$ cat config.mk
export PLATFORM = sky130hd
export DESIGN_NAME = byte_sequence_tx
export DESIGN_NICKNAME = d
export VERILOG_FILES = /design/src/rtl/tx_pkg.sv /design/src/rtl/uart_bit_timer.sv /design/src/rtl/byte_sequence_tx.sv
export SDC_FILE = /design/constraint.sdc
export NUM_CORES = 1
export LEC_CHECK = 0
export ABC_AREA = 0
export CAP_MARGIN = 0
export CORE_UTILIZATION = 35
export DETAILED_ROUTE_END_ITERATION = 6
export RECOVER_POWER = 50
export SKIP_LAST_GASP = 1
export SYNTH_ARGS = -nofsm -noshare
export SYNTH_HDL_FRONTEND = slang
export SYNTH_SLANG_ARGS = --single-unit
$ cat constraint.sdc
create_clock -name clk -period 1.8 [get_ports clk]
set_input_delay 0.54 -clock clk [delete_from_list [all_inputs] [get_ports clk]]
set_output_delay 0.54 -clock clk [all_outputs]
set_load 0.005 [all_outputs]
$ cat src/rtl/tx_pkg.sv
// Shared constants, state encoding and sizing helpers for byte_sequence_tx.
package tx_pkg;

  localparam int unsigned DATA_BITS = 8;
  localparam logic        UART_IDLE = 1'b1;

  // Legacy-compatible state encoding
  localparam int unsigned STATE_W = 3;
  typedef logic [STATE_W-1:0] tx_state_t;

  localparam tx_state_t ST_IDLE   = 3'd0;
  localparam tx_state_t ST_START  = 3'd1;
  localparam tx_state_t ST_DATA   = 3'd2;
  localparam tx_state_t ST_PARITY = 3'd3;
  localparam tx_state_t ST_STOP   = 3'd4;

  // Clocks per bit; never below one so the timer always has a valid terminal count
  function automatic int unsigned baud_div(input int unsigned clk_freq,
                                           input int unsigned baud);
    int unsigned div;
    div = clk_freq / baud;
    return (div < 1) ? 1 : div;
  endfunction

  // Counter width for a modulus of n, at least one bit
  function automatic int unsigned cnt_width(input int unsigned n);
    return (n > 1) ? $clog2(n) : 1;
  endfunction

endpackage

$ cat src/rtl/uart_bit_timer.sv
// Baud counter: counts 0..BAUD_DIV-1 and flags the last cycle of each bit.
// restart holds the count at zero so the first bit after restart gets full width.
module uart_bit_timer
  import tx_pkg::*;
#(
  parameter int unsigned BAUD_DIV = 434
) (
  input  logic clk,
  input  logic rst_n,
  input  logic restart,
  output logic bit_tick,
  output logic pre_tick
);

  localparam int unsigned CNT_W = cnt_width(BAUD_DIV);
  localparam logic [CNT_W-1:0] CNT_LAST = CNT_W'(BAUD_DIV - 1);
  localparam logic [CNT_W-1:0] CNT_PRE  = CNT_W'((BAUD_DIV > 1) ? BAUD_DIV - 2 : 0);

  logic [CNT_W-1:0] cnt_q;
  logic [CNT_W-1:0] cnt_d;

  // Next count: hold at zero on restart, reload after the last cycle of a bit
  always_comb begin
    cnt_d = cnt_q;
    if (restart) begin
      cnt_d = '0;
    end else if (cnt_q == CNT_LAST) begin
      cnt_d = '0;
    end else begin
      cnt_d = cnt_q + CNT_W'(1);
    end
  end

  // Count register
  always_ff @(posedge clk or negedge rst_n) begin
    if (!rst_n) begin
      cnt_q <= '0;
    end else begin
      cnt_q <= cnt_d;
    end
  end

  // bit_tick: last cycle of the bit; pre_tick: the cycle before it (only exists for BAUD_DIV>1)
  assign bit_tick = !restart && (cnt_q == CNT_LAST);
  assign pre_tick = !restart && (BAUD_DIV > 1) && (cnt_q == CNT_PRE);

endmodule

$ cat src/rtl/byte_sequence_tx.sv
// byte_sequence_tx: each send_next pulse sends the next table byte as one UART frame
// (start, 8 data bits LSB first, optional even parity, stop), idle-high line.
// Build option: define TX_PARITY_EN to insert an even-parity bit after the data bits.
module byte_sequence_tx
  import tx_pkg::*;
#(
  parameter int unsigned CLK_FREQ  = 50_000_000,
  parameter int unsigned BAUD      = 115200,
  parameter int unsigned NUM_BYTES = 8
) (
  input  logic                              clk,
  input  logic                              rst_n,
  input  logic                              send_next,
  input  logic [7:0]                        tx_data,
  output logic [cnt_width(NUM_BYTES)-1:0]   byte_idx,
  output logic                              TX,
  output logic                              busy,
  output logic                              done
);

  localparam int unsigned BAUD_DIV = baud_div(CLK_FREQ, BAUD);
  localparam int unsigned IDX_W    = cnt_width(NUM_BYTES);
  localparam logic [IDX_W-1:0] IDX_LAST = IDX_W'(NUM_BYTES - 1);
  localparam logic [2:0]       BIT_LAST = 3'(DATA_BITS - 1);

  tx_state_t            state_q,   state_d;
  logic [DATA_BITS-1:0] sh_q,      sh_d;
  logic [2:0]           bit_cnt_q, bit_cnt_d;
  logic [IDX_W-1:0]     idx_q,     idx_d;
  logic                 tx_q,      tx_d;
  logic                 busy_q,    busy_d;
  logic                 done_q,    done_d;
`ifdef TX_PARITY_EN
  logic                 parity_q,  parity_d;
`endif

  logic restart;
  logic bit_tick;
  logic pre_tick;

  // Timer is held while idle so the start bit begins a fresh bit period
  assign restart = (state_q == ST_IDLE);

  uart_bit_timer #(
    .BAUD_DIV (BAUD_DIV)
  ) u_bit_timer (
    .clk      (clk),
    .rst_n    (rst_n),
    .restart  (restart),
    .bit_tick (bit_tick),
    .pre_tick (pre_tick)
  );

  // Next-state and registered-output logic; TX is computed one cycle ahead of the line
  always_comb begin
    state_d   = state_q;
    sh_d      = sh_q;
    bit_cnt_d = bit_cnt_q;
    idx_d     = idx_q;
    tx_d      = tx_q;
`ifdef TX_PARITY_EN
    parity_d  = parity_q;
`endif

    case (state_q)
      ST_IDLE: begin
        tx_d = UART_IDLE;
        if (send_next) begin
          sh_d      = tx_data;
          bit_cnt_d = 3'd0;
          tx_d      = 1'b0;
          state_d   = ST_START;
`ifdef TX_PARITY_EN
          parity_d  = ^tx_data;
`endif
        end
      end

      ST_START: begin
        if (bit_tick) begin
          state_d   = ST_DATA;
          bit_cnt_d = 3'd0;
          tx_d      = sh_q[0];
        end
      end

      ST_DATA: begin
        if (bit_tick) begin
          if (bit_cnt_q == BIT_LAST) begin
`ifdef TX_PARITY_EN
            state_d = ST_PARITY;
            tx_d    = parity_q;
`else
            state_d = ST_STOP;
            tx_d    = UART_IDLE;
`endif
          end else begin
            bit_cnt_d = bit_cnt_q + 3'd1;
            sh_d      = {1'b0, sh_q[DATA_BITS-1:1]};
            tx_d      = sh_q[1];
          end
        end
      end

`ifdef TX_PARITY_EN
      ST_PARITY: begin
        if (bit_tick) begin
          state_d = ST_STOP;
          tx_d    = UART_IDLE;
        end
      end
`endif

      ST_STOP: begin
        if (bit_tick) begin
          state_d = ST_IDLE;
          tx_d    = UART_IDLE;
          idx_d   = (idx_q == IDX_LAST) ? '0 : idx_q + IDX_W'(1);
        end
      end

      default: begin
        state_d = ST_IDLE;
        tx_d    = UART_IDLE;
      end
    endcase

    busy_d = (state_d != ST_IDLE);

    // done must be high during the last stop cycle, so it is raised one cycle early;
    // with a one-clock bit the stop bit is its own last cycle, so raise it on entry
    done_d = ((state_q == ST_STOP) && pre_tick) ||
             ((BAUD_DIV == 1) && (state_q != ST_STOP) && (state_d == ST_STOP));
  end

  // State and output registers; reset aborts any frame and parks the line idle
  always_ff @(posedge clk or negedge rst_n) begin
    if (!rst_n) begin
      state_q   <= ST_IDLE;
      sh_q      <= '0;
      bit_cnt_q <= 3'd0;
      idx_q     <= '0;
      tx_q      <= UART_IDLE;
      busy_q    <= 1'b0;
      done_q    <= 1'b0;
    end else begin
      state_q   <= state_d;
      sh_q      <= sh_d;
      bit_cnt_q <= bit_cnt_d;
      idx_q     <= idx_d;
      tx_q      <= tx_d;
      busy_q    <= busy_d;
      done_q    <= done_d;
    end
  end

`ifdef TX_PARITY_EN
  // Parity of the accepted byte
  always_ff @(posedge clk or negedge rst_n) begin
    if (!rst_n) begin
      parity_q <= 1'b0;
    end else begin
      parity_q <= parity_d;
    end
  end
`endif

  assign byte_idx = idx_q;
  assign TX       = tx_q;
  assign busy     = busy_q;
  assign done     = done_q;

endmodule

After elaboration in Yosys (flattened, before gate mapping)
Index checks and enable logic that the tools add are counted.
{ "classes": {"muxes": 24, "addsub": 3, "reduce_logical": 12, "eq_ne": 12} }
{ "op_table": {"columns": ["cell", "count"], "rows": [
  ["two-way mux 3 bit", 10],
  ["two-way mux 8 bit", 3],
  ["== test 9 bit (second input constant)", 2],
  ["two-way mux 9 bit", 2],
  ["case mux 8 bit (2 select lines)", 1],
  ["case mux 3 bit (4 select lines)", 1],
  ["inequality test 2 bit (second input constant)", 5],
  ["adder 9 x 1 -> 9 bit (second input constant)", 1],
  ["== test 3 bit (second input constant)", 3],
  ["case mux 3 bit (3 select lines)", 1],
  ["adder 3 x 1 -> 3 bit (second input constant)", 2],
  ["nonzero test 3 bit", 2],
  ["two-way mux 1 bit", 5],
  ["AND reduction 5 bit", 1],
  ["case mux 1 bit (4 select lines)", 1],
  ["AND reduction 4 bit", 1],
  ["== test 3 x 1 -> 1 bit (second input constant)", 1],
  ["== test 3 x 2 -> 1 bit (second input constant)", 1],
  ["logical AND 1 bit", 3],
  ["logical NOT 3 bit", 1],
  ["AND reduction 3 bit", 1],
  ["AND reduction 2 bit", 1],
  ["nonzero test 2 bit", 1],
  ["logical NOT 1 bit", 1]
]} }
{ "totals": {"word_cells": 59, "ff_bits": 29} }

Longest topological paths before layout
Gate-level depths: netlist (run 1).
{ "depth": {"word_depth": 6, "depth_mapped": 7, "depth_no_buf": 6} }

Hierarchy
Synthesis (run 1) repeated with hierarchy kept, for this count alone.
{ "hier_totals": {"cells_unflattened": 143, "area_unflattened_um2": 1622.8} }
{ "by_module_without_submodules": {"columns": ["mod", "cells_per_inst", "area_each_um2", "seq_area_each_um2", "instances"], "rows": [
  ["byte_sequence_tx", 90, 1119.8, 501.7, 1],
  ["uart_bit_timer", 53, 503.0, 225.2, 1]
]} }

Least setup slack after synthesis (run 1)
Ideal clock, no wire load.
{ "synth_timing": {"path_kind": "reg-to-reg", "startpoint": "register bit_cnt_q[0]", "endpoint": "register bit_cnt_q[0]", "arrival_ps": 1773, "period_less_slack_ps": 1898, "setup_ps": 125, "required_time_ps": 1675, "stages_incl_launch_ff": 7, "setup_slack_ps": -98, "path_cell_list": "dfrtp_1 ha_1 ha_1 or3b_2 a21oi_1 o21ai_0 mux2_2"} }
{ "synth_via": {"elab_chain_cells": 4, "elab_cells_between_ends": 7, "cone_classes": "add/sub: 1; eq/ne: 2; mux: 3; reduce/logical: 1"} }
{ "synth_lines": {"columns": ["element", "line_no", "rtl"], "rows": [
  ["from (decl)", "byte_sequence_tx.sv:28", "logic [2:0] bit_cnt_q, bit_cnt_d;"],
  ["from (signal assigned)", "byte_sequence_tx.sv:149", "bit_cnt_q <= bit_cnt_d;"],
  ["adder 3 x 1 -> 3 bit", "byte_sequence_tx.sv:98", "bit_cnt_d = bit_cnt_q + 3'd1;"],
  ["two-way mux 3 bit", "byte_sequence_tx.sv:89", "if (bit_cnt_q == BIT_LAST) begin"],
  ["two-way mux 3 bit", "byte_sequence_tx.sv:88", "if (bit_tick) begin"],
  ["case mux 3 bit (3 select lines)", "byte_sequence_tx.sv:65", "case (state_q)"]
]} }
Parallel ways exist; a longest one is shown, timed or not. The select of a mux whose other input is x is not followed.
A chain may end at the register's enable or synchronous reset.

Final worst setup path (run 1)
Same ends and word-level chain as after synthesis.

==> results of run 1 <==
[stage by stage]
| step | utilization | setup WS (ns) | cells |
|---|---|---|---|
| after floorplan | - | 0.0313 | 135 |
| after global placement | 0.451 | -0.170 | 211 |
| after detailed placement | 0.451 | -0.185 | 211 |
| after CTS | 0.485 | 0.0332 | 219 |
| after global routing | 0.481 | 0.00120 | 219 |
| final | 0.481 | 0.0332 | 219 |
[cell families after synthesis]
group                      Yosys count  synth area share
muxes                               19             0.157
xor gates and xnor gates             7            0.0400
adders and majority gates            7            0.0571
AOI/OAI and AO/OA                   18            0.0734
and+or+nand+nor                     43             0.157
DFF                                 29             0.474
buffers and inverters               12            0.0416
[final cells by class]
type	instances	area, um2
multi-input combinational	94	777
clock buffer	7	86.3
sequential	29	728
inverter	6	22.5
timing repair buffer	32	273
tap	50	62.6
clock inverter	1	30.0
fill	389	2140
[metal layers]
layer  part of all wire  vias up  routed length [um]  GRT usage
li1                   -      538                   -          -
met1               0.44      549                1290      0.170
met2               0.51       16                1500      0.239
met3              0.021        5                  60     0.0350
met4              0.022        0                  65     0.0703
met5                  0        -                   0          0
[power groups by stage]
| stage | clock network, mW | logic [mW] | registers, mW |
|---|---|---|---|
| after floorplan | 0 | 0.193 | 0.853 |
| after global routing | 0.741 | 0.474 | 0.832 |
| after detailed placement | 0 | 0.431 | 0.830 |
| after CTS | 0.711 | 0.431 | 0.820 |
| final | 0.691 | 0.423 | 0.818 |
| after global placement | 0 | 0.409 | 0.825 |
[synthesized netlist by cell type (all sizes together), types with 2 or more instances]
cell / number
nand4: 3
buf: 5
xor2: 5
nand3: 7
xnor2: 2
nand2: 5
inv: 6
dfrtp: 28
o21ai: 5
a21oi: 7
ha: 7
and4: 2
mux2: 19
nor2: 15
a22o: 2
nor3: 2
[worst paths after layout]
| check | startpoint | end | slack (ns) | cells after the start |
|---|---|---|---|---|
| max | bit_cnt_q[0]$_DFFE_PN0P_ | bit_cnt_q[0]$_DFFE_PN0P_ | 0.03 | 6 |
| max in group asynchronous | rst_n | state_q[1]$_DFF_PN0_ | 0.36 | 2 |
| min | sh_q[4]$_DFFE_PN0P_ | sh_q[4]$_DFFE_PN0P_ | 0.51 | 1 |
| min in group asynchronous | rst_n | bit_cnt_q[2]$_DFFE_PN0P_ | 0.57 | 1 |
| min reg2reg | sh_q[4]$_DFFE_PN0P_ | sh_q[4]$_DFFE_PN0P_ | 0.51 | 1 |
| max reg2reg | bit_cnt_q[0]$_DFFE_PN0P_ | bit_cnt_q[0]$_DFFE_PN0P_ | 0.03 | 6 |
[state kept, by name, indices dropped and copies added, names as in the netlist]
signal,cells
state_q,3
done,1
sh_q,8
bit_cnt_q,3
u_bit_timer.cnt_q,9
busy,1
TX,1
byte_idx,3
[critical path, stage by stage (launching register included)]
cell and delay (ns):
sky130_fd_sc_hd__dfrtp_1 0.39, sky130_fd_sc_hd__ha_2 0.20, sky130_fd_sc_hd__ha_4 0.17, sky130_fd_sc_hd__or3b_4 0.38, sky130_fd_sc_hd__a21oi_4 0.15, sky130_fd_sc_hd__o21ai_2 0.09, sky130_fd_sc_hd__mux2_2 0.27
[timing repair]
| item | in CTS | in global routing |
|---|---|---|
| resized for setup | 6 | 1 |
| cloned | 0 | 0 |
| setup endpoints to repair | 9 | 4 |
| pin swaps | 1 | 0 |
| hold buffers | 0 | 0 |
==> results list, run 1 <==
* Final Hold Viols: 0
* Switching Fraction: 0.255
- Based on the critical path, the design can be clocked at up to 566 MHz.
* Kind of critical path: reg2reg
- Hold Path Class: reg2reg
- Detailed placement ended at an HPWL of 2100 um.
- Clock latency on the worst-skew pair, taken at its later pin, is 0.28 ns.
- Area added between synthesis and finish: 29.0%
* Chip Height: 68.2 um
* Vias per cell: 5.06
- The initial utilization of the core area, before any placement, comes to 0.373.
- After detailed routing, the number of remaining DRC violations is 0.
- After synthesis, the netlist uses 35 different library cells.
* GRT Total Usage: 0.143
* TNS Setup: 0 ns
- Max-slew violations: 0
- Across the run, the number of max-cap violations was 0.
- Global-route wire length before repair: 4770 um
- Slew at the pin closest to its max-slew limit: 0.562 ns
- Congestion Overflow GR: 0
* Clock tree from TritonCTS: yes
* Clock period minus final worst setup slack: 1.77 ns
* Max Fanout on Critical Path: 4
- DRT antenna net count: 0
- The share of the Yosys chip area taken by registers is 0.474.
* Port-buffer cells: 16
- For this run, the leading register cell type out of synthesis is sky130_fd_sc_hd__dfrtp_1.
* Iteration count of the initial detailed-routing pass: 3
- Setup skew after layout: 0.00759 ns
* Share of the synthesized area in the top cell type: 0.457
- Data required time at the worst endpoint: 1.97 ns
* NetSw: 0.493 mW
- Clock root buffer: sky130_fd_sc_hd__clkbuf_8
- Measured against its own limit, the worst slew margin works out to 0.625.
- In this run the mean area of a mapped cell was 11.4 um2.
* CTS Buf Count: 5
* Diodes inserted: 0
* Power per unit of standard cell area: 976 mW/mm2
- Entering global routing, the biggest net connects 24 pins.
- Initial antenna violation count: 0
* Layout cells sized above 1: 0.325
- STA classifies the critical path endpoint as a flop.
- Cell accounting for the most synthesized area: sky130_fd_sc_hd__dfrtp_1
- Counting every instance in the synthesized netlist gives 135.
- Worst vdd rail ir drop: 0.344 mV
- Most common cell after layout, fill and taps aside: sky130_fd_sc_hd__dfrtp_1
- The H-tree was split into 2 levels.
- Finished Cell Area: 0.00198 mm2
- Via Count: 1108
- After synthesis, the cell types taking the most area are sky130_fd_sc_hd__dfrtp_1 46%, sky130_fd_sc_hd__mux2_2 8.8%, sky130_fd_sc_hd__mux2_4 6.9%.
* Core outline area: 0.00412 mm2
* Clk network pwr share: 0.358
* 1st-iter DRT viols: 44
- Async set or reset register ratio after synthesis: 1.00
- Setup repair after global routing left no endpoint under its margin.
- Global placement routability congestion: 0.767
- Power comes to 1.93 mW.
- The via count of the first global-routing pass is 1071.
* Part of the total power dissipated in sequential elements: 0.424
- Run status: finished clean
- The share of total power dissipated in combinational logic is 0.219.
- The longest clock path from root to sink contains 2 buffers.
- Data arrives at the worst endpoint at 1.94 ns.
* Area of the die: 0.00465 mm2
- The cell area that synthesis handed to floorplanning was 0.00153 mm2.
- Cell internal power was estimated by the tool at 1.44 mW.
- Setup-failing EPs final: 0
- Chip Width: 68.2 um
- For this run, the post-layout net count is 186.
- In this run the post-CTS setup repair buffer count came out at 0.
- Rows: 23
- Placed Instance Area: 0.00186 mm2
- Period utilization: 0.982
- After clock tree synthesis, the clock-pin slew on the worst setup and hold paths is 0.07 ns.
- Synthesis inferred 29 register bits.
* Startpoint type of the worst setup path: flop
- The clock net in this run drives a total of 29 sinks.
* Lkg Pwr: 0.883 nW
- Counting every net in the synthesized netlist gives 153.
* Commonest non-fill, non-tap cells in the layout: 27 x sky130_fd_sc_hd__dfrtp_1, 15 x sky130_fd_sc_hd__nor2_1, 14 x sky130_fd_sc_hd__clkdlybuf4s50_1, 14 x sky130_fd_sc_hd__buf_4, 12 x sky130_fd_sc_hd__mux2_2
- Final hold slack: 0.514 ns
* Wire length per cell after detailed routing: 13.3 um
- Ports: 17
- Count of yosys warnings during synthesis: 0
* Total wirelength of the detailed-routed design: 2920 um
- Yosys mapped a number of flops with a built-in enable equal to 0.
No activity file was read; power rests on OpenSTA's default activity.
==> run 2, diff against run 1 <==
Settings changed: CTS_CLUSTER_DIAMETER set to 100.
==> results of run 2 <==
Same layout as run 1: the final DEF is identical, and so are final timing and power.
==> run 3, diff against run 2 <==
Settings changed: CAP_MARGIN 0 to 20, SETUP_SLACK_MARGIN set to 0.4.
==> results list, run 3 (same netlist as run 1, synthesis figures left out) <==
- The initial antenna violation count is 0 (unchanged).
- The clock insertion delay at the later pin of the skew report is 0.28 ns (about the same).
* Max FFs per register: 9 (unchanged)
- The share of total power in combinational logic is 0.309 (+0.090).
- Minimum setup slack in the final design: 0.0543 ns (+0.0211 ns)
- The I/O pin total was 17 (unchanged).
- TNS Setup: 0 ns (unchanged)
* Power per unit of standard cell area: 860 mW/mm2 (-12%)
- Chip Width: 68.2 um (unchanged)
- Max-cap check violation count: 0 (unchanged)
* Total wirelength of the detailed-routed design: 3570 um (+22%)
- Area of the die: 0.00465 mm2 (unchanged)
* Clock root buffer: sky130_fd_sc_hd__clkbuf_8
- The count of buffering cells on the critical path with inverters included is 0 (unchanged).
* Number of inserted filler cells in the final layout: 344 (-12%)
- Commonest non-fill, non-tap cells in the layout: 28 x sky130_fd_sc_hd__dfrtp_1, 27 x sky130_fd_sc_hd__buf_4, 10 x sky130_fd_sc_hd__mux2_2
- Met1 wire length: 1450 um (+13%)
- Layout cells sized above 1: 0.513 (+0.188)
- Most common cell after layout, fill and taps aside: sky130_fd_sc_hd__dfrtp_1
* GRT Total Usage: 0.164 (+0.0211)
- Final Hold Viols: 0 (unchanged)
- The critical path goes through ha_2, ha_4, or3b_4, a21oi_4, o21ai_2, mux2_4.
* Met2 layer wire length in the routed design: 1890 um (+26%)
* Final hold slack: 0.513 ns (-0.00135 ns)
- Residual DRC: 0 (unchanged)
- The total met3 wirelength after detailed routing was 165 um (+180%).
- On the critical path the largest part of the delay comes from simple AND/OR/NAND/NOR gates.
- Clock tree from TritonCTS: yes
* Final total power: 1.93 mW (about the same)
* Setup-failing EPs final: 0 (unchanged)
- 1st-iter DRT viols: 63 (+43%)
* Area added between synthesis and finish: 46.3%
* Hold Path Class: reg2reg
- Diodes inserted: 0 (unchanged)
* Max Fanout on Critical Path: 3 (-1)
- Counting flops per register, the top entry is u_bit_timer.cnt_q.
* Global placement routability congestion: 0.794 (+3.4%)
- The total number of H-tree levels was 2 (unchanged).
* Core outline area: 0.00412 mm2 (unchanged)
- The number of nets with antenna violations after routing came to 0 (unchanged).
- Slew at the pin closest to its max-slew limit: 0.739 ns (+0.177 ns)
* Critical Path AT: 1.92 ns (-0.02 ns)
- Port-buffer cells: 16 (unchanged)
- The residual overflow from global routing came to 0 (unchanged).
* Worst vdd rail ir drop: 0.497 mV (+44%)
- The starting utilization of the core area is 0.373 (unchanged).
* Startpoint type of the worst setup path: flop
* Number of clock sinks: 29 (unchanged)
* Run status: finished clean
- Post-placement worst setup slack: -0.191 ns (-0.00596 ns)
* Setup skew after layout: 0.00185 ns (-0.00573 ns)
* CTS Buf Count: 5 (unchanged)
* FF-to-FF setup slack: 0.05 ns (+0.02 ns)
- Setup crit end kind: flop
* Clock slew at reported path FFs: 0.06 ns (about the same)
* NetSw: 0.575 mW (+17%)
- Setup repair after global routing could not meet its margin everywhere.
- Clock period minus final worst setup slack: 1.75 ns (-0.0211 ns)
- The via count is 1216 (+9.7%).
- Fmax: 573 MHz (+1.2%)
- Period utilization: 0.970 (-0.0117)
- The design internal power was 1.36 mW (-5.8%).
- Kind of critical path: reg2reg
- The switching power share of the total is 0.298 (+0.0426).
* Clk network pwr share: 0.268 (-0.090)
- Rows: 23 (unchanged)
- The via count of the first global-routing pass came to 1166 (+8.9%).
* Standard cell with the maximum stage delay on the critical path: sky130_fd_sc_hd__or3b_4
- Iteration count of the initial detailed-routing pass: 4 (+1)
- The per-cell via count in the routed design was 5.05 (-0.27%).
* Biggest regs: u_bit_timer.cnt_q x9, sh_q x8
- Signal routing reaches up to met4.
* Max-slew violations: 0 (unchanged)
- Critical Path Max Stage Delay: 0.39 ns (about the same)
- Chip Height: 68.2 um (unchanged)
* Lkg Pwr: 1.01 nW (+14%)
- Wire length per cell after detailed routing: 14.8 um (+11%)
- Headroom to the max-slew limit: 0.507 (-0.118)
- Data required time at the worst endpoint: 1.97 ns (about the same)
* Part of the total power dissipated in sequential elements: 0.423 (about the same)
- Placed wire-length estimate: 2090 um (-0.23%)
- Global-route wire length before repair: 5380 um (+13%)
- Buffers from clock root to sink, at most: 2 (unchanged)
- The largest net degree at the start of global routing is 30 (+25%).
- Total Nets Final: 208 (+12%)
-- run 3: path summary, 6_finish.rpt --
kind	from	to	cells after the start
worst max-delay path	bit_cnt_q[0]$_DFFE_PN0P_	bit_cnt_q[0]$_DFFE_PN0P_	6
worst min-delay path	sh_q[4]$_DFFE_PN0P_	sh_q[4]$_DFFE_PN0P_	1
worst max register to register	bit_cnt_q[0]$_DFFE_PN0P_	bit_cnt_q[0]$_DFFE_PN0P_	6
worst min register to register	sh_q[4]$_DFFE_PN0P_	sh_q[4]$_DFFE_PN0P_	1
max in group asynchronous	rst_n	u_bit_timer.cnt_q[6]$_DFF_PN0_	2
min in group asynchronous	rst_n	byte_idx[2]$_DFFE_PN0P_	2
-- run 3: final cells by class --
class                      instances  area, um2  area share
multi-input combinational         95        898       0.400
tap                               50       62.6      0.0279
inverter                           6       22.5      0.0100
clock buffer                       6       72.6      0.0323
timing repair buffer              53        452       0.201
clock inverter                     2       10.0     0.00446
sequential                        29        727       0.324
-- run 3: what timing repair did --
action | CTS | global route
setup buffers | 8 | 11
pin swaps | 4 | 18
gates cloned | 2 | 0
endpoints found under the setup margin | 31 | 28
gates resized for setup | 34 | 29
hold buffers | 0 | 0
hold endpoints to repair | 0 | 0
-- run 3: through the flow --
| stage | cells | instance area [um2] | util |
|---|---|---|---|
| global placement | 212 | 1880 | 0.457 |
| detailed placement | 212 | 1880 | 0.457 |
| global route | 241 | 2240 | 0.545 |
| finish | 241 | 2240 | 0.545 |
| CTS | 230 | 2090 | 0.507 |
| floorplan | 135 | 1560 | - |
-- run 3: metal layers --
metal | up-vias | GRT usage
met5 | - | 0
met4 | 0 | 0.0703
met3 | 6 | 0.0567
met2 | 26 | 0.266
met1 | 600 | 0.195
li1 | 584 | -
-- run 3: power groups by stage --
stage          registers (mW)  logic [mW]  clock network, mW
2_1_floorplan           0.853       0.194                  0
3_3_place_gp            0.820       0.416                  0
3_5_place_dp            0.824       0.435                  0
4_1_cts                 0.814       0.454              0.530
5_1_grt                 0.829       0.657              0.565
6_report                0.817       0.597              0.517
